**src/rtl/divider_pkg.sv**
```systemverilog
// divider_pkg: shared definitions for the seq_divider block.
//   div_state_e        - controller states (IDLE, CALC, DONE)
//   DIV_WIDTH_DEF      - default operand width
//   div_zero_quotient  - all-ones quotient returned for a zero divisor
package divider_pkg;

  typedef enum logic [1:0] {
    IDLE = 2'd0,
    CALC = 2'd1,
    DONE = 2'd2
  } div_state_e;

  localparam int DIV_WIDTH_DEF = 8;

  // All-ones pattern of the given width (width 1..32), right-aligned.
  function automatic logic [31:0] div_zero_quotient(input int width);
    return 32'hFFFF_FFFF >> (32 - width);
  endfunction

endpackage

```
**src/rtl/seq_divider_if.sv**
```systemverilog
// seq_divider_if: request/result bundle for seq_divider.
//   start, dividend, divisor          - request side (driven by master)
//   busy, done, quotient, remainder,
//   div_by_zero, check_err            - status/result side (driven by slave)
// Modports: master (requester), slave (the divider).
interface seq_divider_if
  import divider_pkg::*;
#(
  parameter int WIDTH = DIV_WIDTH_DEF
) ();
  logic             start;
  logic [WIDTH-1:0] dividend;
  logic [WIDTH-1:0] divisor;
  logic             busy;
  logic             done;
  logic [WIDTH-1:0] quotient;
  logic [WIDTH-1:0] remainder;
  logic             div_by_zero;
  logic             check_err;

  modport master (
    output start, dividend, divisor,
    input  busy, done, quotient, remainder, div_by_zero, check_err
  );

  modport slave (
    input  start, dividend, divisor,
    output busy, done, quotient, remainder, div_by_zero, check_err
  );
endinterface

```
**src/rtl/div_step.sv**
```systemverilog
// div_step: one combinational restoring-division iteration.
//   rem_in  - current partial remainder (always < divisor)
//   din     - next dividend bit, MSB first
//   divisor - denominator
//   rem_out - partial remainder after this step
//   q_bit   - quotient bit produced by this step
module div_step
  import divider_pkg::*;
#(
  parameter int WIDTH = DIV_WIDTH_DEF
) (
  input  logic [WIDTH-1:0] rem_in,
  input  logic             din,
  input  logic [WIDTH-1:0] divisor,
  output logic [WIDTH-1:0] rem_out,
  output logic             q_bit
);
  // The shifted value needs one extra bit; the subtracted result is always
  // below the divisor, so a WIDTH-bit wrapping subtract gives it exactly.
  logic [WIDTH:0]   shifted;
  logic [WIDTH-1:0] diff;

  always_comb begin
    shifted = {rem_in, din};
    diff    = shifted[WIDTH-1:0] - divisor;
    q_bit   = (shifted >= {1'b0, divisor});
    rem_out = q_bit ? diff : shifted[WIDTH-1:0];
  end
endmodule

```
**src/rtl/seq_divider.sv**
```systemverilog
// seq_divider: iterative radix-2 restoring unsigned divider.
//   clk  - rising-edge clock
//   rst  - asynchronous active-high reset
//   bus  - seq_divider_if slave: start/dividend/divisor in,
//          busy/done/quotient/remainder/div_by_zero/check_err out
// Optional macro SEQ_DIVIDER_SELFCHECK_EN: reconstructs each result as
// quotient*divisor+remainder and raises a sticky check_err on mismatch.
// Timing: start at edge k -> CALC for WIDTH cycles -> DONE state, whose
// edge registers the results and raises done (edge k+WIDTH+1). A zero
// divisor goes straight to DONE (done after edge k+1).
module seq_divider
  import divider_pkg::*;
#(
  parameter int WIDTH = DIV_WIDTH_DEF
) (
  input  logic         clk,
  input  logic         rst,
  seq_divider_if.slave bus
);
  localparam int               CW    = $clog2(WIDTH);
  localparam logic [WIDTH-1:0] DBZ_Q = WIDTH'(div_zero_quotient(WIDTH));

  div_state_e       state_reg;
  logic [CW-1:0]    cnt_reg;
  // dvd_reg shifts the dividend out at the top and the quotient in at the
  // bottom, so after WIDTH steps it holds the quotient.
  logic [WIDTH-1:0] dvd_reg;
  logic [WIDTH-1:0] dvs_reg;
  logic [WIDTH-1:0] rem_reg;
  logic             dz_pend_reg;
  logic             busy_reg;
  logic             done_reg;
  logic             dz_reg;
  logic [WIDTH-1:0] quo_reg;
  logic [WIDTH-1:0] rmd_reg;
  logic [WIDTH-1:0] rem_next;
  logic             q_bit;
  logic             accept;

  // start is honoured only when not iterating (IDLE or DONE).
  assign accept = (state_reg != CALC) && bus.start;

  div_step #(.WIDTH(WIDTH)) u_step (
    .rem_in  (rem_reg),
    .din     (dvd_reg[WIDTH-1]),
    .divisor (dvs_reg),
    .rem_out (rem_next),
    .q_bit   (q_bit)
  );

  always_ff @(posedge clk or posedge rst) begin
    if (rst) begin
      state_reg   <= IDLE;
      cnt_reg     <= '0;
      dvd_reg     <= '0;
      dvs_reg     <= '0;
      rem_reg     <= '0;
      dz_pend_reg <= 1'b0;
      busy_reg    <= 1'b0;
      done_reg    <= 1'b0;
      dz_reg      <= 1'b0;
      quo_reg     <= '0;
      rmd_reg     <= '0;
    end else begin
      done_reg <= 1'b0;
      case (state_reg)
        CALC: begin
          dvd_reg <= {dvd_reg[WIDTH-2:0], q_bit};
          rem_reg <= rem_next;
          cnt_reg <= cnt_reg - CW'(1);
          if (cnt_reg == '0) begin
            state_reg <= DONE;
            busy_reg  <= 1'b0;
          end
        end
        default: begin
          // IDLE and DONE share start handling so DONE can chain operations.
          if (state_reg == DONE) begin
            done_reg <= 1'b1;
            quo_reg  <= dvd_reg;
            rmd_reg  <= rem_reg;
            dz_reg   <= dz_pend_reg;
          end
          state_reg <= IDLE;
          if (accept) begin
            if (bus.divisor == '0) begin
              dvd_reg     <= DBZ_Q;
              rem_reg     <= bus.dividend;
              dz_pend_reg <= 1'b1;
              state_reg   <= DONE;
            end else begin
              dvd_reg     <= bus.dividend;
              dvs_reg     <= bus.divisor;
              rem_reg     <= '0;
              cnt_reg     <= CW'(WIDTH - 1);
              dz_pend_reg <= 1'b0;
              busy_reg    <= 1'b1;
              state_reg   <= CALC;
            end
          end
        end
      endcase
    end
  end

  assign bus.busy        = busy_reg;
  assign bus.done        = done_reg;
  assign bus.quotient    = quo_reg;
  assign bus.remainder   = rmd_reg;
  assign bus.div_by_zero = dz_reg;

`ifdef SEQ_DIVIDER_SELFCHECK_EN
  localparam int DW = 2 * WIDTH;

  logic [WIDTH-1:0] orig_reg;
  logic             chk_reg;
  logic [DW-1:0]    recon;
  logic             mismatch;

  // Evaluated on the held result while in DONE, before it is published.
  always_comb begin
    recon    = DW'(dvd_reg) * DW'(dvs_reg) + DW'(rem_reg);
    mismatch = (recon != DW'(orig_reg)) || (rem_reg >= dvs_reg);
  end

  always_ff @(posedge clk or posedge rst) begin
    if (rst) begin
      orig_reg <= '0;
      chk_reg  <= 1'b0;
    end else begin
      if (accept && (bus.divisor != '0)) begin
        orig_reg <= bus.dividend;
      end
      if ((state_reg == DONE) && !dz_pend_reg && mismatch) begin
        chk_reg <= 1'b1;
      end
    end
  end

  assign bus.check_err = chk_reg;
`else
  assign bus.check_err = 1'b0;
`endif
endmodule

```
**src/flat_wrapper.sv**
```systemverilog
// flat-port wrapper written by rule: the top's interface ports become plain ports
module seq_divider_flat import divider_pkg::*;
#(
  parameter int WIDTH = DIV_WIDTH_DEF
)
  (clk, rst, bus_start, bus_dividend, bus_divisor, bus_busy, bus_done, bus_quotient, bus_remainder, bus_div_by_zero, bus_check_err);
  seq_divider_if #(.WIDTH(WIDTH)) bus_i ();
  input  logic clk;
  input  logic rst;
  input wire logic [$bits(bus_i.start)-1:0] bus_start;
  input wire logic [$bits(bus_i.dividend)-1:0] bus_dividend;
  input wire logic [$bits(bus_i.divisor)-1:0] bus_divisor;
  output wire logic [$bits(bus_i.busy)-1:0] bus_busy;
  output wire logic [$bits(bus_i.done)-1:0] bus_done;
  output wire logic [$bits(bus_i.quotient)-1:0] bus_quotient;
  output wire logic [$bits(bus_i.remainder)-1:0] bus_remainder;
  output wire logic [$bits(bus_i.div_by_zero)-1:0] bus_div_by_zero;
  output wire logic [$bits(bus_i.check_err)-1:0] bus_check_err;
  assign bus_i.start = bus_start;
  assign bus_i.dividend = bus_dividend;
  assign bus_i.divisor = bus_divisor;
  assign bus_busy = bus_i.busy;
  assign bus_done = bus_i.done;
  assign bus_quotient = bus_i.quotient;
  assign bus_remainder = bus_i.remainder;
  assign bus_div_by_zero = bus_i.div_by_zero;
  assign bus_check_err = bus_i.check_err;
  seq_divider #(.WIDTH(WIDTH)) u_core (.clk(clk), .rst(rst), .bus(bus_i));
endmodule
```
**config.mk**
```make
export PLATFORM = sky130hd
export DESIGN_NAME = seq_divider_flat
export DESIGN_NICKNAME = d
export VERILOG_FILES = /design/src/rtl/divider_pkg.sv /design/src/rtl/seq_divider_if.sv /design/src/rtl/div_step.sv /design/src/rtl/seq_divider.sv /design/src/flat_wrapper.sv
export SDC_FILE = /design/constraint.sdc
export NUM_CORES = 1
export LEC_CHECK = 0
export BUFFER_PORTS_ARGS = -buffer_cell sky130_fd_sc_hd__buf_2
export CAP_MARGIN = 20
export CORE_UTILIZATION = 51
export DETAILED_ROUTE_END_ITERATION = 10
export PLACE_DENSITY = 0.76
export SLEW_MARGIN = 0
export SYNTH_ARGS = -nofsm -noshare
export SYNTH_HDL_FRONTEND = slang
export SYNTH_SLANG_ARGS = --single-unit
```
**constraint.sdc**
```tcl
create_clock -name clk -period 2 [get_ports clk]
set_input_delay 0 -clock clk [delete_from_list [all_inputs] [get_ports clk]]
set_output_delay 0 -clock clk [all_outputs]
set_load 0.01 [all_outputs]
```
* Yosys cells after proc, flatten, opt, wreduce, memory -nomap -nowiden *
Cells that the tools add are included.

word-level totals
  register bits = 49
  input bits = 19
  output and inout port bits = 20
  logic and storage cells = 51

operators by class
  $add $sub $neg = 2
  order comparisons = 1
  eq/ne operators = 5
  multiplexer cells = 21
  bitwise operators = 2
  reductions and logical operators = 9

operator list
  kind                                                   count
  2-to-1 mux 8 bit                                       7
  >= comparator 9 x 8 -> 1 bit                           1
  2-to-1 mux 3 bit                                       3
  logical NOT 8 bit                                      1
  2-to-1 mux 2 bit                                       4
  subtractor 8 bit                                       1
  2-to-1 mux 1 bit                                       7
  AND reduction 2 bit                                    3
  AND reduction 3 bit                                    2
  inequality test 2 x 1 -> 1 bit, second input constant  2
  logical NOT 3 bit                                      1
  subtractor 3 x 1 -> 3 bit, second input constant       1
  == test 2 x 1 -> 1 bit, second input constant          1
  == test 2 bit, second input constant                   1
  inequality test 2 bit, second input constant           1
  NOT 1 bit                                              2
  nonzero test 2 bit                                     1
  logical AND 1 bit                                      1

* Depth between registers and ports, before layout *
Gate-level depths: netlist of run 1.

  word-level depth = 4
  depth in mapped cells = 9
  depth with buffers taken out = 9

* Hierarchy *
Synthesis of run 1 repeated with hierarchy kept, for this count alone.

second synthesis, totals
  cells, all modules = 225
  area, all modules = 2575.0 µm²

by module, submodules not included
  module       times used  cells each  area each (µm²)  sequential area each (µm²)
  seq_divider  1           157         2034.5           1226.2
  div_step     1           68          540.5            0.0

* Least setup slack after synthesis of run 1 *
No wires, ideal clock.

  path kind = register to register
  start point = register u_core.dvd_reg[7]
  end point = register u_core.rem_reg[6]
  library setup time = 0.126 ns
  arrival = 1.871 ns
  required time = 1.874 ns
  setup slack = 0.002 ns
  stages on the path, launching flop included = 10
  path buffers = 0
  clock period less this slack = 1.998 ns
  cells stage by stage = dfrtp_1 inv_1 ha_1 fa_1 nor2b_1 nor3_1 o21bai_1 a21oi_1 xnor2_1 a221o_2

between the ends
  word-level cells in the longest chain between the ends = 3
  elaborated cells between the ends (all ways) = 4
  those cells by class = add/sub (1); order compare (1); mux (2)

RTL lines
  item                                                                     RTL line                        source
  start: declaration                                                       seq_divider.sv:27               logic [WIDTH-1:0] dvd_reg;
  start signal: assignment                                                 seq_divider.sv:68               dvd_reg <= {dvd_reg[WIDTH-2:0], q_bit};
  start signal: assignment                                                 seq_divider.sv:92               dvd_reg <= bus.dividend;
  subtractor 8 bit / >= comparator 9 x 8 -> 1 bit (equally long branches)  div_step.sv:25, div_step.sv:26
  2-to-1 mux 8 bit (*)                                                     div_step.sv:27                  rem_out = q_bit ? diff : shifted[WIDTH-1:0];
  2-to-1 mux 8 bit (*)                                                     seq_divider.sv:66               case (state_reg)
  end signal: assignment                                                   seq_divider.sv:69               rem_reg <= rem_next;
  end signal: assignment                                                   seq_divider.sv:88               rem_reg <= bus.dividend;
  end: declaration                                                         seq_divider.sv:29               logic [WIDTH-1:0] rem_reg;

Mark *: on every way between the ends. The rest lies on a longest branch, timed or not.
A chain may end at the register's enable or synchronous reset.

* Worst setup path in the final report of run 1 *
  start point = register u_core.rem_reg[0]
  end point = register u_core.rem_reg[3]

between the ends
  word-level cells in the longest chain between the ends = 3
  elaborated cells between the ends (all ways) = 4
  those cells by class = add/sub (1); order compare (1); mux (2)

RTL lines
  item                                                                     RTL line
  subtractor 8 bit / >= comparator 9 x 8 -> 1 bit (equally long branches)  div_step.sv:25, div_step.sv:26
  2-to-1 mux 8 bit (*)                                                     div_step.sv:27
  2-to-1 mux 8 bit (*)                                                     seq_divider.sv:66

Marked as above.

==> results of run 1 <==
[synth_stat cells (2+ instances only)]
library cell | count | share of area
sky130_fd_sc_hd__o21a_1 | 3 | 0.0088
sky130_fd_sc_hd__buf_4 | 2 | 0.0058
sky130_fd_sc_hd__nor2b_1 | 4 | 0.0097
sky130_fd_sc_hd__mux2_2 | 23 | 0.10
sky130_fd_sc_hd__ha_1 | 10 | 0.049
sky130_fd_sc_hd__nor4_1 | 2 | 0.0049
sky130_fd_sc_hd__a221o_1 | 3 | 0.012
sky130_fd_sc_hd__clkbuf_1 | 6 | 0.0088
sky130_fd_sc_hd__nand4_1 | 2 | 0.0049
sky130_fd_sc_hd__xnor2_1 | 3 | 0.010
sky130_fd_sc_hd__nand2_1 | 26 | 0.038
sky130_fd_sc_hd__nand2b_1 | 6 | 0.015
sky130_fd_sc_hd__buf_1 | 3 | 0.0044
sky130_fd_sc_hd__nand3_1 | 7 | 0.014
sky130_fd_sc_hd__o21ai_0 | 22 | 0.043
sky130_fd_sc_hd__a21oi_1 | 9 | 0.018
sky130_fd_sc_hd__inv_1 | 18 | 0.026
sky130_fd_sc_hd__dfrtp_1 | 49 | 0.48
sky130_fd_sc_hd__a21oi_2 | 2 | 0.0068
sky130_fd_sc_hd__a31oi_1 | 2 | 0.0049
sky130_fd_sc_hd__nor3_1 | 2 | 0.0039
sky130_fd_sc_hd__a221o_2 | 4 | 0.018
sky130_fd_sc_hd__nor2_1 | 16 | 0.023
sky130_fd_sc_hd__o21ai_1 | 3 | 0.0058
[timing repair]
action                                  CTS  global route
pin swaps                                 8             2
endpoints found under the hold margin    29             0
hold buffers                              9             0
setup buffers                             2             0
gates resized for setup                  11             6
endpoints found under the setup margin    8             9
[per-layer routing]
| layer | wire length, um | vias to the layer above | global-route usage | part of all wire |
|---|---|---|---|---|
| met3 | 195 | 12 | 0.04144 | 0.034 |
| met1 | 2649 | 1015 | 0.3126 | 0.46 |
| met4 | 167 | 0 | 0.1089 | 0.029 |
| li1 | - | 991 | - | - |
| met2 | 2758 | 49 | 0.3858 | 0.48 |
| met5 | 0 | - | 0 | 0 |
[power by group through the flow]
stage	combinational (uW)	clock, uW	sequential, uW
2_1_floorplan	1960	0	1700
3_3_place_gp	2800	0	1670
3_5_place_dp	2870	0	1680
4_1_cts	3120	647	1680
5_1_grt	3620	670	1740
6_report	3320	621	1690
[how the worst min path moves through the flow]
stage / slack, ns / endpoint
detailed placement: 0.04 / u_core.bus.remainder[7]$_DFFE_PP0P_
global route: 0.09 / u_core.rem_reg[0]$_DFFE_PP0P_
CTS: 0.04 / u_core.rem_reg[7]$_DFFE_PP0P_
floorplan: 0.15 / u_core.dvs_reg[0]$_DFFE_PP0P_
finish: 0.07 / u_core.rem_reg[0]$_DFFE_PP0P_
global placement: 0.04 / u_core.bus.remainder[7]$_DFFE_PP0P_
[stage by stage]
step / total power (uW) / utilization
2_1_floorplan: 3659 / -
3_5_place_dp: 4553 / 0.6128
5_1_grt: 6033 / 0.6758
4_1_cts: 5448 / 0.6693
6_report: 5631 / 0.6758
3_3_place_gp: 4470 / 0.6128
[cell families after synthesis]
| family | Yosys count |
|---|---|
| AO/OA/AOI/OAI | 61 |
| XOR/XNOR | 3 |
| adder cells (fa/ha/maj) | 11 |
| buffers and inverters | 31 |
| flip-flops | 49 |
| multiplexers | 24 |
| other | 1 |
| AND/OR/NAND/NOR | 70 |
[area by class of cell]
class	instances	area, um2	share of cell area
well taps	67	83.83	0.02592
clock buffers	5	68.82	0.02128
inverters	18	67.56	0.02089
clock inverters	3	26.28	0.008124
multi-input cells	170	1314	0.4062
repair buffers	68	447.9	0.1385
flip-flops and latches	49	1226	0.3791
[worst max-delay path, delay by kind of cell (launching register included)]
family,cells,cell delay (ns)
AOI/OAI and AO/OA,4,0.86
adders and majority gates,1,0.24
DFF,1,0.44
and+or+nand+nor,2,0.29
buffers and inverters,1,0.14
==> metrics list, run 1 <==
* Cell-internal power: 3375 uW
- For this run, the detailed router's first-pass iteration total came to 4.
* Initial core utilization: 0.5375
- R2R Path Start: u_core.rem_reg[0]$_DFFE_PP0P_
* Slew at the pin closest to its max-slew limit: 0.5527 ns
- The library cell used most frequently in the layout, excluding fill and tap cells, is sky130_fd_sc_hd__dfrtp_1.
- Hold Path Depth: 4
- Final min period: 2.085 ns
- Clk Tree Root Cell: sky130_fd_sc_hd__clkbuf_8
- Yosys mapped a number of flops with a built-in enable equal to 0.
* Clock share of power: 0.110
* Detail Route Antenna Nets: 0
- Of the total synthesized cell area, the portion taken by AND, OR, NAND and NOR gates is 0.1313.
- Placement Cell Area: 2933 um2
* Synth Area per Inst: 10.29 um2
* Largest net degree at the start of global routing: 38
- In this run, the number of DRC markers left after iteration 0 of detailed routing was 116.
- Worst skew pair latency: 0.31 ns
* Inserted Clock Buffers: 5
- The share of the Yosys chip area taken by registers is 0.4767.
* Cells after synthesis: 250
* Via-to-Cell Ratio: 5.439
- STA classifies the critical path endpoint as a flip-flop.
- FMAX: 0.4797 GHz
* Critical path endpoint: u_core.rem_reg[3]$_DFFE_PP0P_
* Number of cells traversed by the worst register-to-register path: 8
* Share of power burned in registers: 0.300
- Tightest hold margin: 0.07183 ns
- The number of global-route vias before repair is 2058.
- Final standard cell area without fillers: 3234 um2
* Largest stage delay on the critical path: 0.44 ns
- The critical path is of the reg2reg type.
* Combinational share of power: 0.590
- Startpoint Class: flip-flop
- Drt drc: 0
- Number of nets in the finished design: 342
- The initial antenna violation count is 0.
- The filler cells instantiated in the layout total 387.
- Total number of placement rows: 25
- Htree depth: 2
* Chip Height: 73.02 um
- Commonest cells after routing, fill and taps aside: sky130_fd_sc_hd__dfrtp_1, sky130_fd_sc_hd__buf_2, sky130_fd_sc_hd__nand2_1
- Arithmetic-cell share of the synthesized area counting full adders, half adders and majority gates: 0.05642
- Count of antenna diodes in the layout: 0
* Final Skew: 0.009049 ns
* WL per Instance: 15.19 um
- Timing analysis after detailed placement gives a worst setup slack of -0.05028 ns.
- Overall overflow remaining after global route: 0
* Final non-filler cell total: 380
* Count of buffers inserted at the top-level ports: 37
* Top FF cell, synth: sky130_fd_sc_hd__dfrtp_1
- For this design the total switching power over the nets is 2256 uW.
- Final Slew Violations: 0
- The slowest stage of the critical path is the sky130_fd_sc_hd__dfrtp_1 cell.
- Data on the critical path arrives at its endpoint at 2.28 ns.
- Of the cells placed in the final design, the portion with a size suffix greater than 1 is 0.3738.
* Clock transition time at the flip-flop clock pins of the worst setup and hold paths: 0.10 ns
- Ordered list of cells on the worst path: ha_4 > nor2b_4 > o31a_4 > o31ai_4 > buf_6 > a21oi_4 > nor3b_1 > a221o_1
- Mux contribution to synthesized area: 0.1046
- Worst r2r dst: u_core.rem_reg[3]$_DFFE_PP0P_
- The wire-length estimate of the detail-placed layout is 3989 um.
* Die area: 5332 um2
- Violated checks: negative setup slack
* Core area: 4786 um2
- For this run, the number of Yosys warnings is 0.
- Setup violations remaining at the end of the flow were counted as 8.
- RSZ-0062 raised after global routing: yes
- Startpoint of the tightest hold check path: bus_dividend[0]
- Vias after detailed routing: 2067
- Maximum number of buffers from clock root to sink: 2
- For flop-to-flop paths, the worst setup slack is -0.08 ns.
- # placed instances: 361
- From synthesis to final layout, the design area changed by 25.73%.
- Count of clock tree sinks: 49
- Largest family of logic cells by synthesized area: compound AO/OA/AOI/OAI gates
* Synthesized-area fraction occupied by xor and xnor cells: 0.01021
- Post-synthesis sequential element count: 49
- Hold violation count in the final report: 0
- CTS tree: yes
- Summing every instance area after synthesis gives 2572 um2.
- In the finished design, the share of the clock period the worst path needs comes to 1.042.
* Final TNS setup: -0.5392 ns
- Setup slack on the critical path of the routed design comes to -0.08485 ns.
- Syn Nets: 280
- MaxCap Viol Count: 0
* Switching portion of total power: 0.4006
- Result of the run: finished with violations
* Critical-path maximum fanout: 7
- IO Pins: 39
- In this run the tightest slew margin relative to its limit is 0.6315.
* Data required time at the worst endpoint: 2.20 ns
* Power per Cell Area: 1741 nW/um2
- For this block, the routed nets add up to 5771 um of wire.
* Netlist cell types: 47
* Wire length of the first global-routing pass: 9528 um
* Final weighted congestion in routability-driven placement: 0.8585
* Hold Crit Class: in2reg
- In the synthesized netlist the async set-or-reset flop fraction comes to 1.000.
* Crit. Startpoint: u_core.rem_reg[0]$_DFFE_PP0P_
* Static Leakage: 0.001555 uW
- Area fraction in compound gates after synthesis: 0.1702
- Total GRT Usage: 0.2387
- Max rail drop VDD: 0.001035 V
- Horiz. Die Dim: 73.02 um
Note: power is estimated with default switching activity, not from simulation.
==> run 2, diff against run 1 <==
==> constraint.sdc (replaced) <==
create_clock -name clk -period 1.7 [get_ports clk]
set_input_delay 0 -clock clk [delete_from_list [all_inputs] [get_ports clk]]
set_output_delay 0 -clock clk [all_outputs]
set_load 0.01 [all_outputs]
==> run 2 against run 1 <==
Compared with the run above:
- highest routed layer unchanged
- critical path depth decreased by 1
- critical endpoint is now u_core.rem_reg[0]$_DFFE_PP0P_
- sequential power increased by 15%
- global-route usage increased by 0.94 points
- sequential share of layout area decreased by 1.4 points
- maximum frequency increased by 0.44%
- worst hold slack got worse by 0.026 ns
- clock power increased by 36%
- the run still ends with negative setup slack left
- final cell count increased by 4.5%
- non-clock buffer count increased by 17
- first-iteration DRC count increased by 11%
- largest cell class unchanged
==> metrics list, run 2 (synthesized netlist as in run 1, its figures left out) <==
- The TritonCTS clock tree was yes (unchanged).
* Period utilisation layout: 1.221 (was 1.042)
- Worst setup EP type: flip-flop (unchanged)
- The data arrival time of the worst path was 2.26 ns (was 2.28 ns).
* Maximum number of buffers from clock root to sink: 2 (unchanged)
* Final Routed Wirelength: 5947 um (was 5771 um)
* # placed instances: 377 (was 361)
- The top layer used by detailed routing was met4 (unchanged).
- Total number of placement rows: 25 (unchanged)
- The max-slew violation count was 0 (unchanged).
- Vias after detailed routing: 2131 (was 2067)
- The net count reported at finish is 359 (was 342).
- Commonest cells after routing, fill and taps aside: sky130_fd_sc_hd__dfrtp_1, sky130_fd_sc_hd__buf_2, sky130_fd_sc_hd__buf_4 (was sky130_fd_sc_hd__dfrtp_1, sky130_fd_sc_hd__buf_2, sky130_fd_sc_hd__nand2_1).
* Chip Height: 73.02 um (unchanged)
- Count of buffers inserted at the top-level ports: 37 (unchanged)
* Worst setup slack for register-to-register paths: -0.38 ns (was -0.08 ns)
* Inserted Clock Buffers: 5 (unchanged)
* Critical-path maximum fanout: 7 (unchanged)
- The filler-free cell count of the finished design is 397 (was 380).
* Hold Crit Class: in2reg (unchanged)
- The average wire per standard cell came to 14.98 um (was 15.19 um).
- The DRC violation count after routing came to 0 (unchanged).
- Antenna violations before repair: 0 (unchanged)
- Detail Route Antenna Nets: 0 (unchanged)
- The total length of routed met2 wires was 2865 um (was 2758 um).
- The number of inserted diodes is 0 (unchanged).
- Startpoint-to-endpoint class of the critical path: reg2reg (unchanged)
* Pre-Repair DR Iteration Count: 4 (unchanged)
- Detail Route met3 WL: 241 um (was 195 um)
- The pin count of the biggest net entering global routing came to 50 (was 38).
- R2R Path Start: u_core.rem_reg[0]$_DFFE_PP0P_ (unchanged)
* Share of post-route cells with drive strength above 1: 0.3909 (was 0.3738)
- The number of design-rule violations left by the first detailed-router iteration is 129 (was 116).
- Data required time at the worst endpoint: 1.88 ns (was 2.20 ns)
- Ordered list of cells on the worst path: ha_1 > nor2b_4 > o31a_4 > o31ai_4 > a21oi_2 > nor2b_1 > a221o_1 (was ha_4 > nor2b_4 > o31a_4 > o31ai_4 > buf_6 > a21oi_4 > nor3b_1 > a221o_1)
- Clk Tree Root Cell: sky130_fd_sc_hd__clkbuf_8 (unchanged)
- Crit. Startpoint: u_core.rem_reg[0]$_DFFE_PP0P_ (unchanged)
- The largest vdd supply drop is 0.001163 V (was 0.001035 V).
- FMAX: 0.4818 GHz (was 0.4797 GHz)
- The commonest non-fill, non-tap cell in the layout was sky130_fd_sc_hd__dfrtp_1 (unchanged).
- Routed met1 length: 2651 um (was 2649 um)
* Number of gates on the worst path with buffers counted: 7 (was 8)
- Initial core utilization: 0.5375 (unchanged)
* Hold violation count in the final report: 0 (unchanged)
- The maximum level of the CTS H-tree came to 2 (unchanged).
- The first-pass GRT wire length was 9853 um (was 9528 um).
* Final weighted congestion in routability-driven placement: 0.8446 (was 0.8585)
- The number of max-capacitance violations reported was 0 (unchanged).
- The global routing usage summed across all routing layers was 0.2481 (was 0.2387).
- Core area: 4786 um2 (unchanged)
- The clock slew seen by the registers of the worst setup and hold paths is 0.09 ns (was 0.10 ns).
* Worst r2r dst: u_core.rem_reg[0]$_DFFE_PP0P_ (was u_core.rem_reg[3]$_DFFE_PP0P_)
* Buffer and inverter count on the worst path: 0 (was 1)
- Fill cell total of the finished layout: 361 (was 387)
- Result of the run: finished with violations (unchanged).
- Number of global-route vias before repair: 2104 (was 2058)
- The post-DP HPWL is 4130 um (was 3989 um).
* Final min period: 2.076 ns (was 2.085 ns)
* Final TNS setup: -2.956 ns (was -0.5392 ns)
- The synthesis-to-layout area growth was 30.45% (was 25.73%).
* Die area: 5332 um2 (unchanged)
- Family with the most delay on the worst path: compound AO/OA/AOI/OAI gates (unchanged)
- The type of element launching the critical path was a flip-flop (unchanged).
- The power per unit of standard cell area is 2024 nW/um2 (was 1741 nW/um2).
* Horiz. Die Dim: 73.02 um (unchanged)
- Static Leakage: 0.001662 uW (was 0.001555 uW)
- Overall overflow remaining after global route: 0 (unchanged)
- Number of cells traversed by the worst register-to-register path: 7 (was 8)
* Final worst setup slack: -0.3756 ns (was -0.08485 ns)
- The delay of the slowest cell on the worst path is 0.39 ns (was 0.44 ns).
- Critical path endpoint: u_core.rem_reg[0]$_DFFE_PP0P_ (was u_core.rem_reg[3]$_DFFE_PP0P_)
- Violated checks: negative setup slack (unchanged).
* Cell type of the slowest stage on the worst timing path: sky130_fd_sc_hd__dfrtp_1 (unchanged)
- The final worst clock skew came to 0.009932 ns (was 0.009049 ns).
* Worst skew pair latency: 0.31 ns (about the same)
- Via-to-Cell Ratio: 5.368 (was 5.439)
* IO Pins: 39 (unchanged)
* RSZ-0062 raised after global routing: yes (unchanged)
- Final setup violation count: 9 (was 8)
- The number of sinks on the clock net is 49 (unchanged).
run 2: changes by cell type in the layout (fill, tap and decap cells not counted), sizes merged:
cell / change
clkinv: +1
inv: -1
buf: +17
clkbuf: +1
clkinvlp: -2
bufinv: +1
run 2: worst reg2reg max path, stage by stage, from the launching register on:
cell,delay (ns)
sky130_fd_sc_hd__dfrtp_1,0.39
sky130_fd_sc_hd__ha_1,0.32
sky130_fd_sc_hd__nor2b_4,0.14
sky130_fd_sc_hd__o31a_4,0.29
sky130_fd_sc_hd__o31ai_4,0.23
sky130_fd_sc_hd__a21oi_2,0.15
sky130_fd_sc_hd__nor2b_1,0.16
sky130_fd_sc_hd__a221o_1,0.28
run 2: worst min-delay path by stage:
stage	from	depth (start not counted)	end
final	bus_dividend[7]	3	u_core.rem_reg[7]$_DFFE_PP0P_
after global routing	bus_dividend[7]	3	u_core.rem_reg[7]$_DFFE_PP0P_
after CTS	bus_dividend[7]	3	u_core.rem_reg[7]$_DFFE_PP0P_
after detailed placement	rst	3	u_core.bus.remainder[5]$_DFFE_PP0P_
after global placement	rst	3	u_core.bus.remainder[5]$_DFFE_PP0P_
after floorplan	bus_divisor[0]	1	u_core.dvs_reg[0]$_DFFE_PP0P_
run 2: stage by stage:
step             util  setup WS, ns  hold WS, ns  power (uW)  area (um2)
3_3_place_gp   0.6463       -0.3387      0.05678        5554        3093
5_1_grt        0.7012       -0.4591      0.05801        7267        3356
6_report       0.7012       -0.3756      0.04566        6791        3356
4_1_cts        0.6915       -0.3733      0.04064        6666        3309
3_5_place_dp   0.6463       -0.4009      0.06404        5715        3093
2_1_floorplan       -       -0.2696       0.1506        4311        2575
run 2: power breakdown:
part / switching [uW] / internal, uW
logic: 1920 / 2080
registers: 281 / 1660
clock network: 400 / 442
run 2: routing by layer:
layer | up-vias | track usage
met4 | 0 | 0.1002
li1 | 1029 | -
met3 | 14 | 0.04144
met1 | 1022 | 0.3181
met2 | 66 | 0.4167
met5 | - | 0
run 2: layout make-up:
cell class | instances | area, um2 | share of cell area
Multi-Input combinational cell | 170 | 1261 | 0.3758
Clock inverter | 2 | 38.79 | 0.01156
Inverter | 18 | 67.56 | 0.02013
Clock buffer | 6 | 72.57 | 0.02163
Sequential cell | 49 | 1226 | 0.3654
Tap cell | 67 | 83.83 | 0.02498
Timing Repair Buffer | 85 | 605.6 | 0.1805
run 2: repair_timing:
action | in CTS | in global routing
endpoints found under the setup margin | 9 | 20
endpoints found under the hold margin | 57 | 0
pin swaps | 4 | 8
buffers inserted | 1 | 2
resized for setup | 3 | 6
hold buffers | 9 | 0
cloned | 0 | 0
